## src/rtl/vga_timing_pkg.sv

```systemverilog
// -----------------------------------------------------------------------------
// vga_timing_pkg
//   Shared 640x480@60 timing constants, derived totals, sync pulse window
//   positions, the coordinate width and the 3-3-2 colour type. The helper
//   function builds the optional colour-bar test pattern.
//
//   Optional feature macro: VGA_TEST_PATTERN_EN. It enables the rgb port on
//   the sync generator. test_pattern() is only used when that macro is defined.
// -----------------------------------------------------------------------------
package vga_timing_pkg;

   // Coordinate/counter width. Both totals below must fit in 2**CNT_W.
   localparam int CNT_W = 10;

   // Horizontal timing, in pixels
   localparam int VGA_H_ACTIVE = 640;
   localparam int VGA_H_FP     = 16;
   localparam int VGA_H_SYNC   = 96;
   localparam int VGA_H_BP     = 48;
   localparam int VGA_H_TOTAL  = VGA_H_ACTIVE + VGA_H_FP + VGA_H_SYNC + VGA_H_BP;

   // Vertical timing, in lines
   localparam int VGA_V_ACTIVE = 480;
   localparam int VGA_V_FP     = 10;
   localparam int VGA_V_SYNC   = 2;
   localparam int VGA_V_BP     = 33;
   localparam int VGA_V_TOTAL  = VGA_V_ACTIVE + VGA_V_FP + VGA_V_SYNC + VGA_V_BP;

   // Sync windows: start is inclusive, end is exclusive
   localparam int VGA_H_SYNC_START = VGA_H_ACTIVE + VGA_H_FP;
   localparam int VGA_H_SYNC_END   = VGA_H_SYNC_START + VGA_H_SYNC;
   localparam int VGA_V_SYNC_START = VGA_V_ACTIVE + VGA_V_FP;
   localparam int VGA_V_SYNC_END   = VGA_V_SYNC_START + VGA_V_SYNC;

   // 3-3-2 colour, packed MSB first as {r, g, b}
   typedef struct packed {
      logic [2:0] r;
      logic [2:0] g;
      logic [1:0] b;
   } rgb332_t;

   // Colour bars: coarse column bits drive red, coarse line bits drive green,
   // and the top coordinate bits pick the blue component.
   function automatic rgb332_t test_pattern(input logic [CNT_W-1:0] x,
                                            input logic [CNT_W-1:0] y);
      rgb332_t c;
      c.r = x[8:6];
      c.g = y[8:6];
      c.b = {x[9], y[9]};
      return c;
   endfunction

endpackage

```

## src/rtl/vga_sync_gen_if.sv

```systemverilog
// -----------------------------------------------------------------------------
// vga_sync_gen_if
//   Bundles the pixel strobe and the registered timing outputs of the VGA sync
//   generator.
//
//   Signals:
//     pix_tick    one-clk pixel strobe (driven by the divider side)
//     hsync       horizontal sync, active-low
//     vsync       vertical sync, active-low
//     video_on    presented pixel lies in the visible area
//     pixel_x     column of the presented pixel
//     pixel_y     line of the presented pixel
//     frame_tick  one-clk pulse when pixel (0,0) is presented
//     rgb         3-3-2 test pattern (only with VGA_TEST_PATTERN_EN)
//
//   Modports:
//     master  the sync generator (consumes pix_tick, drives the timing outputs)
//     slave   a consumer such as the renderer / pin driver
//
//   Handshake: there is no back-pressure. A pixel is presented on the clk
//   edge where pix_tick is high; the outputs then hold until the next such
//   edge, except frame_tick which is high for exactly one clk.
// -----------------------------------------------------------------------------
interface vga_sync_gen_if;
   import vga_timing_pkg::*;

   logic             pix_tick;
   logic             hsync;
   logic             vsync;
   logic             video_on;
   logic [CNT_W-1:0] pixel_x;
   logic [CNT_W-1:0] pixel_y;
   logic             frame_tick;
`ifdef VGA_TEST_PATTERN_EN
   rgb332_t          rgb;
`endif

   modport master (
      input  pix_tick,
      output hsync,
      output vsync,
      output video_on,
      output pixel_x,
      output pixel_y,
`ifdef VGA_TEST_PATTERN_EN
      output rgb,
`endif
      output frame_tick
   );

   modport slave (
      output pix_tick,
      input  hsync,
      input  vsync,
      input  video_on,
      input  pixel_x,
      input  pixel_y,
`ifdef VGA_TEST_PATTERN_EN
      input  rgb,
`endif
      input  frame_tick
   );

endinterface

```

## src/rtl/vga_axis_counter.sv

```systemverilog
// -----------------------------------------------------------------------------
// vga_axis_counter
//   One timing axis: counts 0..MAX_VAL while enabled, then wraps to 0.
//
//   Ports:
//     clk    system clock
//     rst_n  synchronous active-low reset (count -> 0)
//     en     advance by one on this clk edge
//     count  current position on the axis
//     wrap   combinational: count is at MAX_VAL, so the next enabled edge
//            returns it to 0
// -----------------------------------------------------------------------------
module vga_axis_counter
   import vga_timing_pkg::*;
#(
   parameter int MAX_VAL = VGA_H_TOTAL - 1
) (
   input  logic             clk,
   input  logic             rst_n,
   input  logic             en,
   output logic [CNT_W-1:0] count,
   output logic             wrap
);

   assign wrap = (count == CNT_W'(MAX_VAL));

   always_ff @(posedge clk) begin
      if (!rst_n) begin
         count <= '0;
      end else if (en) begin
         if (wrap) begin
            count <= '0;
         end else begin
            count <= count + CNT_W'(1);
         end
      end
   end

endmodule

```

## src/rtl/vga_sync_gen.sv

```systemverilog
// -----------------------------------------------------------------------------
// vga_sync_gen
//   640x480@60 VGA timing generator running on the 50 MHz system clock, with
//   the 25 MHz pixel strobe used only as an enable.
//
//   Ports:
//     clk    50 MHz system clock
//     rst_n  synchronous active-low reset, wins over pix_tick
//     bus    vga_sync_gen_if.master: pix_tick in; hsync, vsync, video_on,
//            pixel_x, pixel_y, frame_tick (and rgb) out
//
//   Optional feature macro: VGA_TEST_PATTERN_EN adds a registered 3-3-2
//   colour-bar pattern on bus.rgb. Without it the rgb port and logic are gone.
//
//   Timing: on every pix_tick edge the outputs are loaded from the counters'
//   value before they advance, so the outputs describe the pixel whose
//   coordinates the counters held at that edge (one pixel of latency).
// -----------------------------------------------------------------------------
module vga_sync_gen
   import vga_timing_pkg::*;
#(
   parameter int H_ACTIVE = VGA_H_ACTIVE,
   parameter int H_FP     = VGA_H_FP,
   parameter int H_SYNC   = VGA_H_SYNC,
   parameter int H_BP     = VGA_H_BP,
   parameter int V_ACTIVE = VGA_V_ACTIVE,
   parameter int V_FP     = VGA_V_FP,
   parameter int V_SYNC   = VGA_V_SYNC,
   parameter int V_BP     = VGA_V_BP
) (
   input  logic           clk,
   input  logic           rst_n,
   vga_sync_gen_if.master bus
);

   localparam int H_TOTAL      = H_ACTIVE + H_FP + H_SYNC + H_BP;
   localparam int V_TOTAL      = V_ACTIVE + V_FP + V_SYNC + V_BP;
   localparam int H_SYNC_START = H_ACTIVE + H_FP;
   localparam int H_SYNC_END   = H_SYNC_START + H_SYNC;
   localparam int V_SYNC_START = V_ACTIVE + V_FP;
   localparam int V_SYNC_END   = V_SYNC_START + V_SYNC;

   logic [CNT_W-1:0] h_cnt;
   logic [CNT_W-1:0] v_cnt;
   logic             h_wrap;
   logic             v_wrap;
   logic             v_en;

   // Decoded attributes of the pixel the counters currently point at
   logic             vis_now;
   logic             hsync_now;
   logic             vsync_now;

   // High while the counters sit at (0,0). Reset places them there, and a
   // pix_tick with both axes wrapping moves them back. Tracking this as a flag
   // avoids a full two-axis compare for frame_tick.
   logic             at_origin;

   // ---------------------------------------------------------------------
   // Axis counters: the line counter advances only on the pixel strobe that
   // ends a line.
   // ---------------------------------------------------------------------
   vga_axis_counter #(
      .MAX_VAL (H_TOTAL - 1)
   ) u_h_cnt (
      .clk   (clk),
      .rst_n (rst_n),
      .en    (bus.pix_tick),
      .count (h_cnt),
      .wrap  (h_wrap)
   );

   assign v_en = bus.pix_tick & h_wrap;

   vga_axis_counter #(
      .MAX_VAL (V_TOTAL - 1)
   ) u_v_cnt (
      .clk   (clk),
      .rst_n (rst_n),
      .en    (v_en),
      .count (v_cnt),
      .wrap  (v_wrap)
   );

   // ---------------------------------------------------------------------
   // Decode from the pre-increment counters
   // ---------------------------------------------------------------------
   always_comb begin
      vis_now   = (h_cnt < CNT_W'(H_ACTIVE)) && (v_cnt < CNT_W'(V_ACTIVE));
      hsync_now = !((h_cnt >= CNT_W'(H_SYNC_START)) && (h_cnt < CNT_W'(H_SYNC_END)));
      vsync_now = !((v_cnt >= CNT_W'(V_SYNC_START)) && (v_cnt < CNT_W'(V_SYNC_END)));
   end

   // ---------------------------------------------------------------------
   // Output registers: load on pix_tick, hold otherwise. frame_tick is a
   // single-clk pulse, so it clears on every non-strobe edge.
   // ---------------------------------------------------------------------
   always_ff @(posedge clk) begin
      if (!rst_n) begin
         at_origin      <= 1'b1;
         bus.hsync      <= 1'b1;
         bus.vsync      <= 1'b1;
         bus.video_on   <= 1'b0;
         bus.pixel_x    <= '0;
         bus.pixel_y    <= '0;
         bus.frame_tick <= 1'b0;
      end else if (bus.pix_tick) begin
         at_origin      <= h_wrap & v_wrap;
         bus.hsync      <= hsync_now;
         bus.vsync      <= vsync_now;
         bus.video_on   <= vis_now;
         bus.pixel_x    <= h_cnt;
         bus.pixel_y    <= v_cnt;
         bus.frame_tick <= at_origin;
      end else begin
         bus.frame_tick <= 1'b0;
      end
   end

`ifdef VGA_TEST_PATTERN_EN
   // Colour pattern, blanked to black outside the visible area
   always_ff @(posedge clk) begin
      if (!rst_n) begin
         bus.rgb <= '0;
      end else if (bus.pix_tick) begin
         bus.rgb <= vis_now ? test_pattern(h_cnt, v_cnt) : '0;
      end
   end
`endif

endmodule

```

## src/flat_wrapper.sv

```systemverilog
// flat-port wrapper written by rule: the top's interface ports become plain ports
module vga_sync_gen_flat import vga_timing_pkg::*;
#(
   parameter int H_ACTIVE = VGA_H_ACTIVE,
   parameter int H_FP     = VGA_H_FP,
   parameter int H_SYNC   = VGA_H_SYNC,
   parameter int H_BP     = VGA_H_BP,
   parameter int V_ACTIVE = VGA_V_ACTIVE,
   parameter int V_FP     = VGA_V_FP,
   parameter int V_SYNC   = VGA_V_SYNC,
   parameter int V_BP     = VGA_V_BP
)
  (clk, rst_n, bus_pix_tick, bus_hsync, bus_vsync, bus_video_on, bus_pixel_x, bus_pixel_y, bus_frame_tick);
  vga_sync_gen_if bus_i ();
  input  logic clk;
  input  logic rst_n;
  input wire logic [$bits(bus_i.pix_tick)-1:0] bus_pix_tick;
  output wire logic [$bits(bus_i.hsync)-1:0] bus_hsync;
  output wire logic [$bits(bus_i.vsync)-1:0] bus_vsync;
  output wire logic [$bits(bus_i.video_on)-1:0] bus_video_on;
  output wire logic [$bits(bus_i.pixel_x)-1:0] bus_pixel_x;
  output wire logic [$bits(bus_i.pixel_y)-1:0] bus_pixel_y;
  output wire logic [$bits(bus_i.frame_tick)-1:0] bus_frame_tick;
  assign bus_i.pix_tick = bus_pix_tick;
  assign bus_hsync = bus_i.hsync;
  assign bus_vsync = bus_i.vsync;
  assign bus_video_on = bus_i.video_on;
  assign bus_pixel_x = bus_i.pixel_x;
  assign bus_pixel_y = bus_i.pixel_y;
  assign bus_frame_tick = bus_i.frame_tick;
  vga_sync_gen #(.H_ACTIVE(H_ACTIVE), .H_FP(H_FP), .H_SYNC(H_SYNC), .H_BP(H_BP), .V_ACTIVE(V_ACTIVE), .V_FP(V_FP), .V_SYNC(V_SYNC), .V_BP(V_BP)) u_core (.clk(clk), .rst_n(rst_n), .bus(bus_i));
endmodule
```

## config.mk

```make
export PLATFORM = sky130hd
export DESIGN_NAME = vga_sync_gen_flat
export DESIGN_NICKNAME = d
export VERILOG_FILES = /design/src/rtl/vga_timing_pkg.sv /design/src/rtl/vga_sync_gen_if.sv /design/src/rtl/vga_axis_counter.sv /design/src/rtl/vga_sync_gen.sv /design/src/flat_wrapper.sv
export SDC_FILE = /design/constraint.sdc
export NUM_CORES = 1
export LEC_CHECK = 0
export ABC_AREA = 1
export CAP_MARGIN = 10
export CORE_MARGIN = 4
export CORE_UTILIZATION = 46
export CTS_CLUSTER_SIZE = 8
export DETAILED_ROUTE_END_ITERATION = 7
export PLACE_DENSITY_LB_ADDON = 0.05
export SLEW_MARGIN = 40
export SYNTH_ARGS = -nofsm -noshare
export SYNTH_HDL_FRONTEND = slang
export SYNTH_HIERARCHICAL = 1
export SYNTH_SLANG_ARGS = --single-unit
export TNS_END_PERCENT = 20
```

## constraint.sdc

```tcl
create_clock -name clk -period 3.7 [get_ports clk]
set_input_delay 0.74 -clock clk [delete_from_list [all_inputs] [get_ports clk]]
set_output_delay 0.74 -clock clk [all_outputs]
set_load 0.05 [all_outputs]
```

Word-level counts from Yosys, hierarchy flattened
Cells that the tools add are included.
- input bits: 3
- output and inout port bits: 24
- register bits after elaboration: 45
- word-level logic and storage cells: 29
- bitwise logic cells: 2
- $add $sub $neg: 2
- equal/unequal tests: 2
- mux-type cells: 2
- $lt $le $gt $ge: 6
- reductions and logical operators: 6
- operators with widths (cell ; number):
    $add A10 B1 Y10 const B ; 2
    $eq A10 B10 Y1 const B ; 2
    $lt A10 B10 Y1 const B ; 2
    $lt A10 B9 Y1 const B ; 2
    $mux W10 ; 2
    $ge A10 B10 Y1 const B ; 1
    $ge A10 B9 Y1 const B ; 1
    $logic_and A1 B1 Y1 ; 3
    $and A1 B1 Y1 ; 2
    $logic_not A1 Y1 ; 2
    $reduce_and A2 Y1 ; 1

Longest topological paths before layout
Gate-level depths: netlist (run 1).
- depth after elaboration: 3
- mapped depth: 10
- mapped depth without buffers: 10

By module
Netlist (run 1), hierarchy kept.
- modules (own cells, without submodules) (module ; times used ; sequential area each (µm²) ; cells an instance ; area each (µm²)):
    vga_sync_gen ; 1 ; 500.5 ; 120 ; 919.6
    vga_axis_counter at u_core.u_v_cnt ; 1 ; 200.2 ; 72 ; 520.5
    vga_axis_counter at u_core.u_h_cnt ; 1 ; 200.2 ; 68 ; 518.0

Least setup slack after synthesis (run 1)
No wires, ideal clock.
- path type: reg2reg
- start: register u_core.u_h_cnt.count[0]
- end: register u_core.u_v_cnt.count[6]
- stages on the path, launching flop included: 10
- data arrival time: 1.597 ns
- slack: 1.988 ns
- path buffers: 0
- required time: 3.586 ns
- clock period less this slack: 1.712 ns
- library setup time: 0.114 ns
- cell sequence: dfxtp_1 > ha_1 > nand2_1 > nor4_1 > nand2_1 > inv_1 > nand2_1 > nor3_2 > xor2_1 > nor2_1
- word-level cells in the longest chain between the ends: 2
- ends and longest elaborated chain (item ; RTL line ; source):
    start: declaration ; vga_axis_counter.sv:21 ; output logic [CNT_W-1:0] count,
    start signal: assignment ; vga_axis_counter.sv:34 ; count <= count + CNT_W'(1);
    $eq A10 B10 Y1 ; vga_axis_counter.sv:25 ; assign wrap = (count == CNT_W'(MAX_VAL));
    named net u_core.h_wrap ; vga_sync_gen.sv:45 ; logic h_wrap;
    $and A1 B1 Y1 ; vga_sync_gen.sv:73 ; assign v_en = bus.pix_tick & h_wrap;
    named net u_core.v_en ; vga_sync_gen.sv:47 ; logic v_en;
    end signal: assignment ; vga_axis_counter.sv:34 ;
    end: declaration ; vga_axis_counter.sv:21 ;
The timed path passes the listed nets, and every way through them passes these cells.
A chain may end at the register's enable or synchronous reset.

Final worst setup path (run 1)
- start: register u_core.bus.pixel_x[7]
- end: output port bus_pixel_x[7]
- RTL lines (item ; RTL line ; source):
    start: declaration ; vga_sync_gen_if.sv:43 ; output pixel_x,
    start signal: assignment ; vga_sync_gen.sv:112 ; bus.pixel_x <= h_cnt;
    end: declaration ; flat_wrapper.sv:21 ; output wire logic [$bits(bus_i.pixel_x)-1:0] bus_pixel_x;
No word-level cell between the ends.

==> results of run 1 <==
-- cell type report --
cell class / count / share of cell area (%)
flip-flops and latches: 45 / 38.8
multi-input cells: 182 / 39.5
clock inverters: 1 / 0.323
clock buffers: 7 / 3.28
inverters: 26 / 4.20
well taps: 50 / 2.69
repair buffers: 27 / 11.3
-- flip-flops by register name (all words and copies together) (netlist names) --
register,cells
u_core/bus.pixel_x,10
u_core/bus.pixel_y,10
u_core/u_h_cnt/count,10
u_core/u_v_cnt/count,10
u_core/at_origin,1
u_core/bus.frame_tick,1
u_core/bus.hsync,1
u_core/bus.video_on,1
u_core/bus.vsync,1
-- metal layers --
metal | vias to the layer above | GRT usage [%]
li1 | 893 | -
met4 | 0 | 7.99
met2 | 37 | 25.1
met5 | - | 0
met3 | 7 | 3.31
met1 | 764 | 22.6
-- worst register-to-register path: stages (launching register included) --
cell and delay (ns):
dfxtp_1 0.42, ha_1 0.23, nand2_1 0.12, nor4_1 0.46
nand2_1 0.10, inv_1 0.23, nand2_1 0.13, nor3_2 0.18
xor2_1 0.16, nor2_1 0.05
-- power groups by stage --
stage	Combinational, mW	Clock, mW	Sequential (mW)
2_1_floorplan	0.0347	0	0.562
3_3_place_gp	0.113	0	0.519
3_5_place_dp	0.113	0	0.519
4_1_cts	0.113	0.307	0.508
5_1_grt	0.121	0.326	0.510
6_report	0.112	0.294	0.508
-- worst min path at each step --
stage	start	end	slack [ns]	depth (start not counted)
global placement	u_core/at_origin	u_core/at_origin	0.44	2
floorplan	u_core/at_origin	u_core/at_origin	0.43	2
finish	u_core/at_origin	u_core/at_origin	0.46	2
detailed placement	u_core/at_origin	u_core/at_origin	0.44	2
CTS	u_core/at_origin	u_core/at_origin	0.46	2
global route	u_core/bus.pixel_x[4]	u_core/bus.pixel_x[4]	0.48	2
-- cell families after synthesis --
logic type               after synthesis  synth area share [%]
adder cells (fa/ha/maj)                3                  1.92
flip-flops                            45                  46.0
XOR/XNOR                               9                  4.03
AND/OR/NAND/NOR                      127                  29.6
multiplexers                           1                 0.511
buffers and inverters                 33                  7.16
AO/OA/AOI/OAI                         42                  10.7
-- synth_stat cells (2+ instances only) --
| cell type | n | area (um2) |
|---|---|---|
| nor2_2 | 4 | 25.0 |
| nand3_2 | 2 | 20.0 |
| ha_1 | 3 | 37.5 |
| inv_2 | 2 | 7.51 |
| nor4_1 | 2 | 12.5 |
| nor3_2 | 2 | 20.0 |
| o21ai_0 | 21 | 105 |
| inv_1 | 24 | 90.1 |
| nand3_1 | 15 | 75.1 |
| nand2_1 | 32 | 120 |
| buf_4 | 4 | 30.0 |
| nor3_1 | 2 | 10.0 |
| nand4_1 | 5 | 31.3 |
| xor2_1 | 6 | 52.6 |
| dfxtp_1 | 45 | 901 |
| a21oi_1 | 16 | 80.1 |
| o21ai_1 | 5 | 25.0 |
| nor2_4 | 2 | 22.5 |
| clkbuf_1 | 2 | 7.51 |
| nor2_1 | 57 | 214 |
| xnor2_1 | 3 | 26.3 |
-- through the flow --
stage,power (mW),cell area [um2],worst slack (ns),cells,util (%)
2_1_floorplan,0.597,1960,1.99,260,-
3_3_place_gp,0.632,2250,1.22,330,55.4
3_5_place_dp,0.632,2240,1.43,330,55.2
4_1_cts,0.928,2320,1.48,338,57.3
5_1_grt,0.958,2320,1.32,338,57.3
6_report,0.914,2320,1.50,338,57.3
==> impl_metrics.toml, run 1 <==
[worst_setup_path]
regToRegStartpoint = "u_core/u_h_cnt/count[0]"
crit_start = "u_core/bus.pixel_x[7]"
crit_arrival_ns = 1.46
slowest_stage = "clkdlybuf4s50_1"
max_stage_delay_ns = 0.81
crit_path_end_kind = "output pin"
crit_chain = "clkdlybuf4s50_1"
criticalPathCategory = "flop to output pin"
crit_path_start_kind = "flop"
cp-endpoint = "bus_pixel_x[7]"
r2r_slack_ns = 1.55
crit_family = "buffers and inverters"
path_max_fanout = 2
cp.depth = 1
crit_required_ns = 2.96
r2r_end = "u_core/u_v_cnt/count[6]"
reg2reg_depth = 9
worst-path-buf-inv = 1

[timing]
max_freq_mhz = 455
worst_pin_slew_ns = 0.507
final-hold-violation-count = 0
period_needed_ns = 2.20
setup_viol = 0
rsz0062_at_grt = "false"
drv_slew = 0
maxSlewHeadroom_pct = 66.1
finalSetupTns_ns = 0
hold_ws_ns = 0.459
fin_crit_sh_pct = 59.4
fin_skew_ns = 0.00968

[global_routing]
grt_pass1_vias = 1574
antenna_found_initial = 0
grt_max_degree = 39
grt_overflow = 0
grtUsageTotal_pct = 16.6
grt_pass1_wl_mm = 6.96

[power]
comb_power_share_pct = 12.3
switching_power_mw = 0.247
power.share.sequential_pct = 55.5
internal-power_mw = 0.667
power_density_mw_per_mm2 = 393
pwr-share-clk_pct = 32.2
switching_share_pct = 27.0
p_leak_nw = 0.874
ir_drop_v = 0.000240

[drt]
wl_met3_um = 176
wl_mm = 4.07
wl_met2_mm = 1.75
ant_nets = 0
vias = 1701
dr.pass1.iters = 4
drcViolationCount = 0
wl_per_cell_um = 12.0
top_layer = "met4"
drt-met1-wl_mm = 2.07
drt_iter0_drc = 123
viasPerCell = 5.03

[cts]
cts_tree = "built"
hold_buffers = 0
cts.reportedPaths.clkPinSlew_ns = 0.08
htreeDepth = 2
postCtsSetupBuffers = 0
cts_sinks = 45
clockBufferDepth = 2
clk_latency_ns = 0.30
numCtsBuffers = 5
post_cts_resized = 0
cts-root-buf = "clkbuf_8"

[floorplanning]
die_h_um = 73.2
io_pins = 27
rows = 23
core-area_mm2 = 0.00406
start_util_pct = 48.3
dieArea_mm2 = 0.00536
dieWidth_um = 73.2

[synth]
yosys.cell_types.count = 27
ys_seq_area_share_pct = 46.0
synthArstFlopShare_pct = 0
yosys_warnings = 6
postSynthCellCount = 260
synthesis.nets = 266
ys.flop_type = "dfxtp_1"
synth_edf_count = 0
ys_ff_latch = 45
syn_area_mm2 = 0.00196
avgSynthCellArea_um2 = 7.53

[layout]
area_delta_synth_final_pct = 18.7
seqCellArea_um2 = 901
num-nets-final = 293
drive_gt1_share_pct = 7.99
layout_commonest_cell = "nor2_1"
nFillCells = 398
multiInputGateArea_um2 = 917
antennaDiodeCount = 0
layout_common_cells = "nor2_1 (57), dfxtp_1 (45), nand2_1 (32)"

[outcome]
status = "finished clean"

[run]
maxCapViolations = 0

[placement]
io_buffers = 26
gp_congestion = 0.754
dpl.hpwl_mm = 2.84

[min_path]
min-delay-path-class = "flop to flop"
Power figures use the tool's default switching activity.
==> inputs of run 2 (changes only) <==
clock period = 2.25 ns   (was 3.7 ns; I/O delays follow)
==> impl_metrics.toml, run 2 (synthesis results as in run 1) <==
[worst_setup_path]
crit_required_ns = 2.44
crit_top_cell = "nand2_1"
crit_chain = "ha_1, nand2_1, nor4_1, nand2_1, inv_1, nand2_1, nor3_2, xor2_1, nor2_1"
path_max_fanout = 8
slowest_stage = "dfxtp_1"
max_stage_delay_ns = 0.40
crit_arrival_ns = 2.18
crit_path_end_kind = "flop"
regToRegStartpoint = "u_core/u_h_cnt/count[0]"
crit_path_start_kind = "flop"
criticalPathCategory = "flop to flop"
crit_start = "u_core/u_h_cnt/count[0]"

[timing]
setup_viol = 0
final.setup.worst_slack_ns = 0.259
drv_slew = 0
final-hold-violation-count = 0
fin_crit_sh_pct = 88.5
worst_pin_slew_ns = 0.503
rsz0062_at_grt = "false"
max_freq_mhz = 502
period_needed_ns = 1.99
finalSetupTns_ns = 0
maxSlewHeadroom_pct = 66.3
fin_skew_ns = 0.00862

[layout]
num-nets-final = 296
layout_common_cells = "nor2_1 (57), dfxtp_1 (45), nand2_1 (32)"
area_delta_synth_final_pct = 20.3
drive_gt1_share_pct = 9.28
final_cells = 341
layout_commonest_cell = "nor2_1"
finalInstanceArea_mm2 = 0.00235
nFillCells = 381
antennaDiodeCount = 0

[cts]
hold_buffers = 0
clk_latency_ns = 0.30
cts_tree = "built"
cts-root-buf = "clkbuf_8"
htreeDepth = 2
postCtsSetupBuffers = 0
numCtsBuffers = 5
cts.reportedPaths.clkPinSlew_ns = 0.08
post_cts_resized = 0
clockBufferDepth = 2
cts_sinks = 45

[floorplanning]
io_pins = 27
dieArea_mm2 = 0.00536
dieWidth_um = 73.2
rows = 23
core-area_mm2 = 0.00406
die_h_um = 73.2
start_util_pct = 48.3

[global_routing]
met2_usage_pct = 25.7
grt_use_met1_pct = 22.0
grt_max_degree = 21
grtUsageMet3_pct = 3.86
antenna_found_initial = 0
grtUsageTotal_pct = 16.5
grt_overflow = 0
grt-busiest-layer = "met2"
grt_pass1_wl_mm = 6.97
grt_pass1_vias = 1597

[power]
internal-power_mw = 1.10
pwr-share-clk_pct = 32.2
power_density_mw_per_mm2 = 642
power.share.sequential_pct = 55.2
switching_power_mw = 0.414
switching_share_pct = 27.4
comb_power_share_pct = 12.6
p_total_mw = 1.51
ir_drop_v = 0.000418
p_leak_nw = 0.894

[min_path]
min-delay-path-class = "flop to flop"
hp-start = "u_core/at_origin"

[drt]
ant_nets = 0
dr.pass1.iters = 4
viasPerCell = 4.99
wl_per_cell_um = 12.0
wl_mm = 4.09
drcViolationCount = 0
vias = 1703
drt_iter0_drc = 76

[placement]
gp_congestion = 0.830
dp_slack_ns = 0.275
dp_cells = 333
placed_area_mm2 = 0.00227
io_buffers = 26
dpl.hpwl_mm = 3.00

[run]
maxCapViolations = 0

[outcome]
status = "finished clean"
==> run 2: cell count changes in the layout (fill, tap and decap cells not counted), sizes merged <==
| cell | delta |
|---|---|
| buf | +2 |
| clkbuf | -2 |
| clkinv | +2 |
| clkdlybuf4s50 | +1 |
==> run 2: power groups by stage <==
stage	clock network [mW]	logic, mW	registers, mW
floorplan	0	0.0571	0.925
detailed placement	0	0.191	0.853
global placement	0	0.190	0.853
CTS	0.504	0.192	0.835
global route	0.535	0.204	0.838
finish	0.487	0.190	0.834
==> run 2: routing by layer <==
layer	part of all wire (%)	wire (um)
met1	50	2040
met2	44	1810
met4	1.4	56
met5	0	0
met3	4.7	192
==> run 2: metrics by stage <==
stage	utilization [%]	hold WS [ns]
after CTS	58.0	0.472
final	58.0	0.470
after global routing	58.0	0.510
after detailed placement	55.9	0.451
after floorplan	-	0.426
after global placement	55.9	0.441
==> run 2: worst max-delay path: cells and delay by family (launching register included) <==
kind | cells | cell delay (ns)
adder cells (fa/ha/maj) | 1 | 0.21
buffers and inverters | 1 | 0.22
XOR/XNOR | 1 | 0.16
AND/OR/NAND/NOR | 6 | 0.89
flip-flops | 1 | 0.40
==> run 2: final cells by class <==
type                            count  area, um2  area share [%]
Multi-Input combinational cell    182        917            38.9
Timing Repair Buffer               30        290            12.3
Inverter                           26       97.6            4.14
Clock inverter                      3       17.5           0.744
Sequential cell                    45        901            38.3
Clock buffer                        5       68.8            2.92
Tap cell                           50       62.6            2.66
==> run 2: final timing paths <==
check	endpoint	slack [ns]	cells after the start
hold / removal	u_core/at_origin	0.47	2
setup / recovery	u_core/u_v_cnt/count[6]	0.26	9
hold reg to reg	u_core/at_origin	0.47	2
setup reg to reg	u_core/u_v_cnt/count[6]	0.26	9
==> inputs of run 3 (changes only) <==
CAP_MARGIN = 25   (was 10)
==> results of run 3 <==
Same layout as run 2: the final DEF is identical, and so are final timing and power.
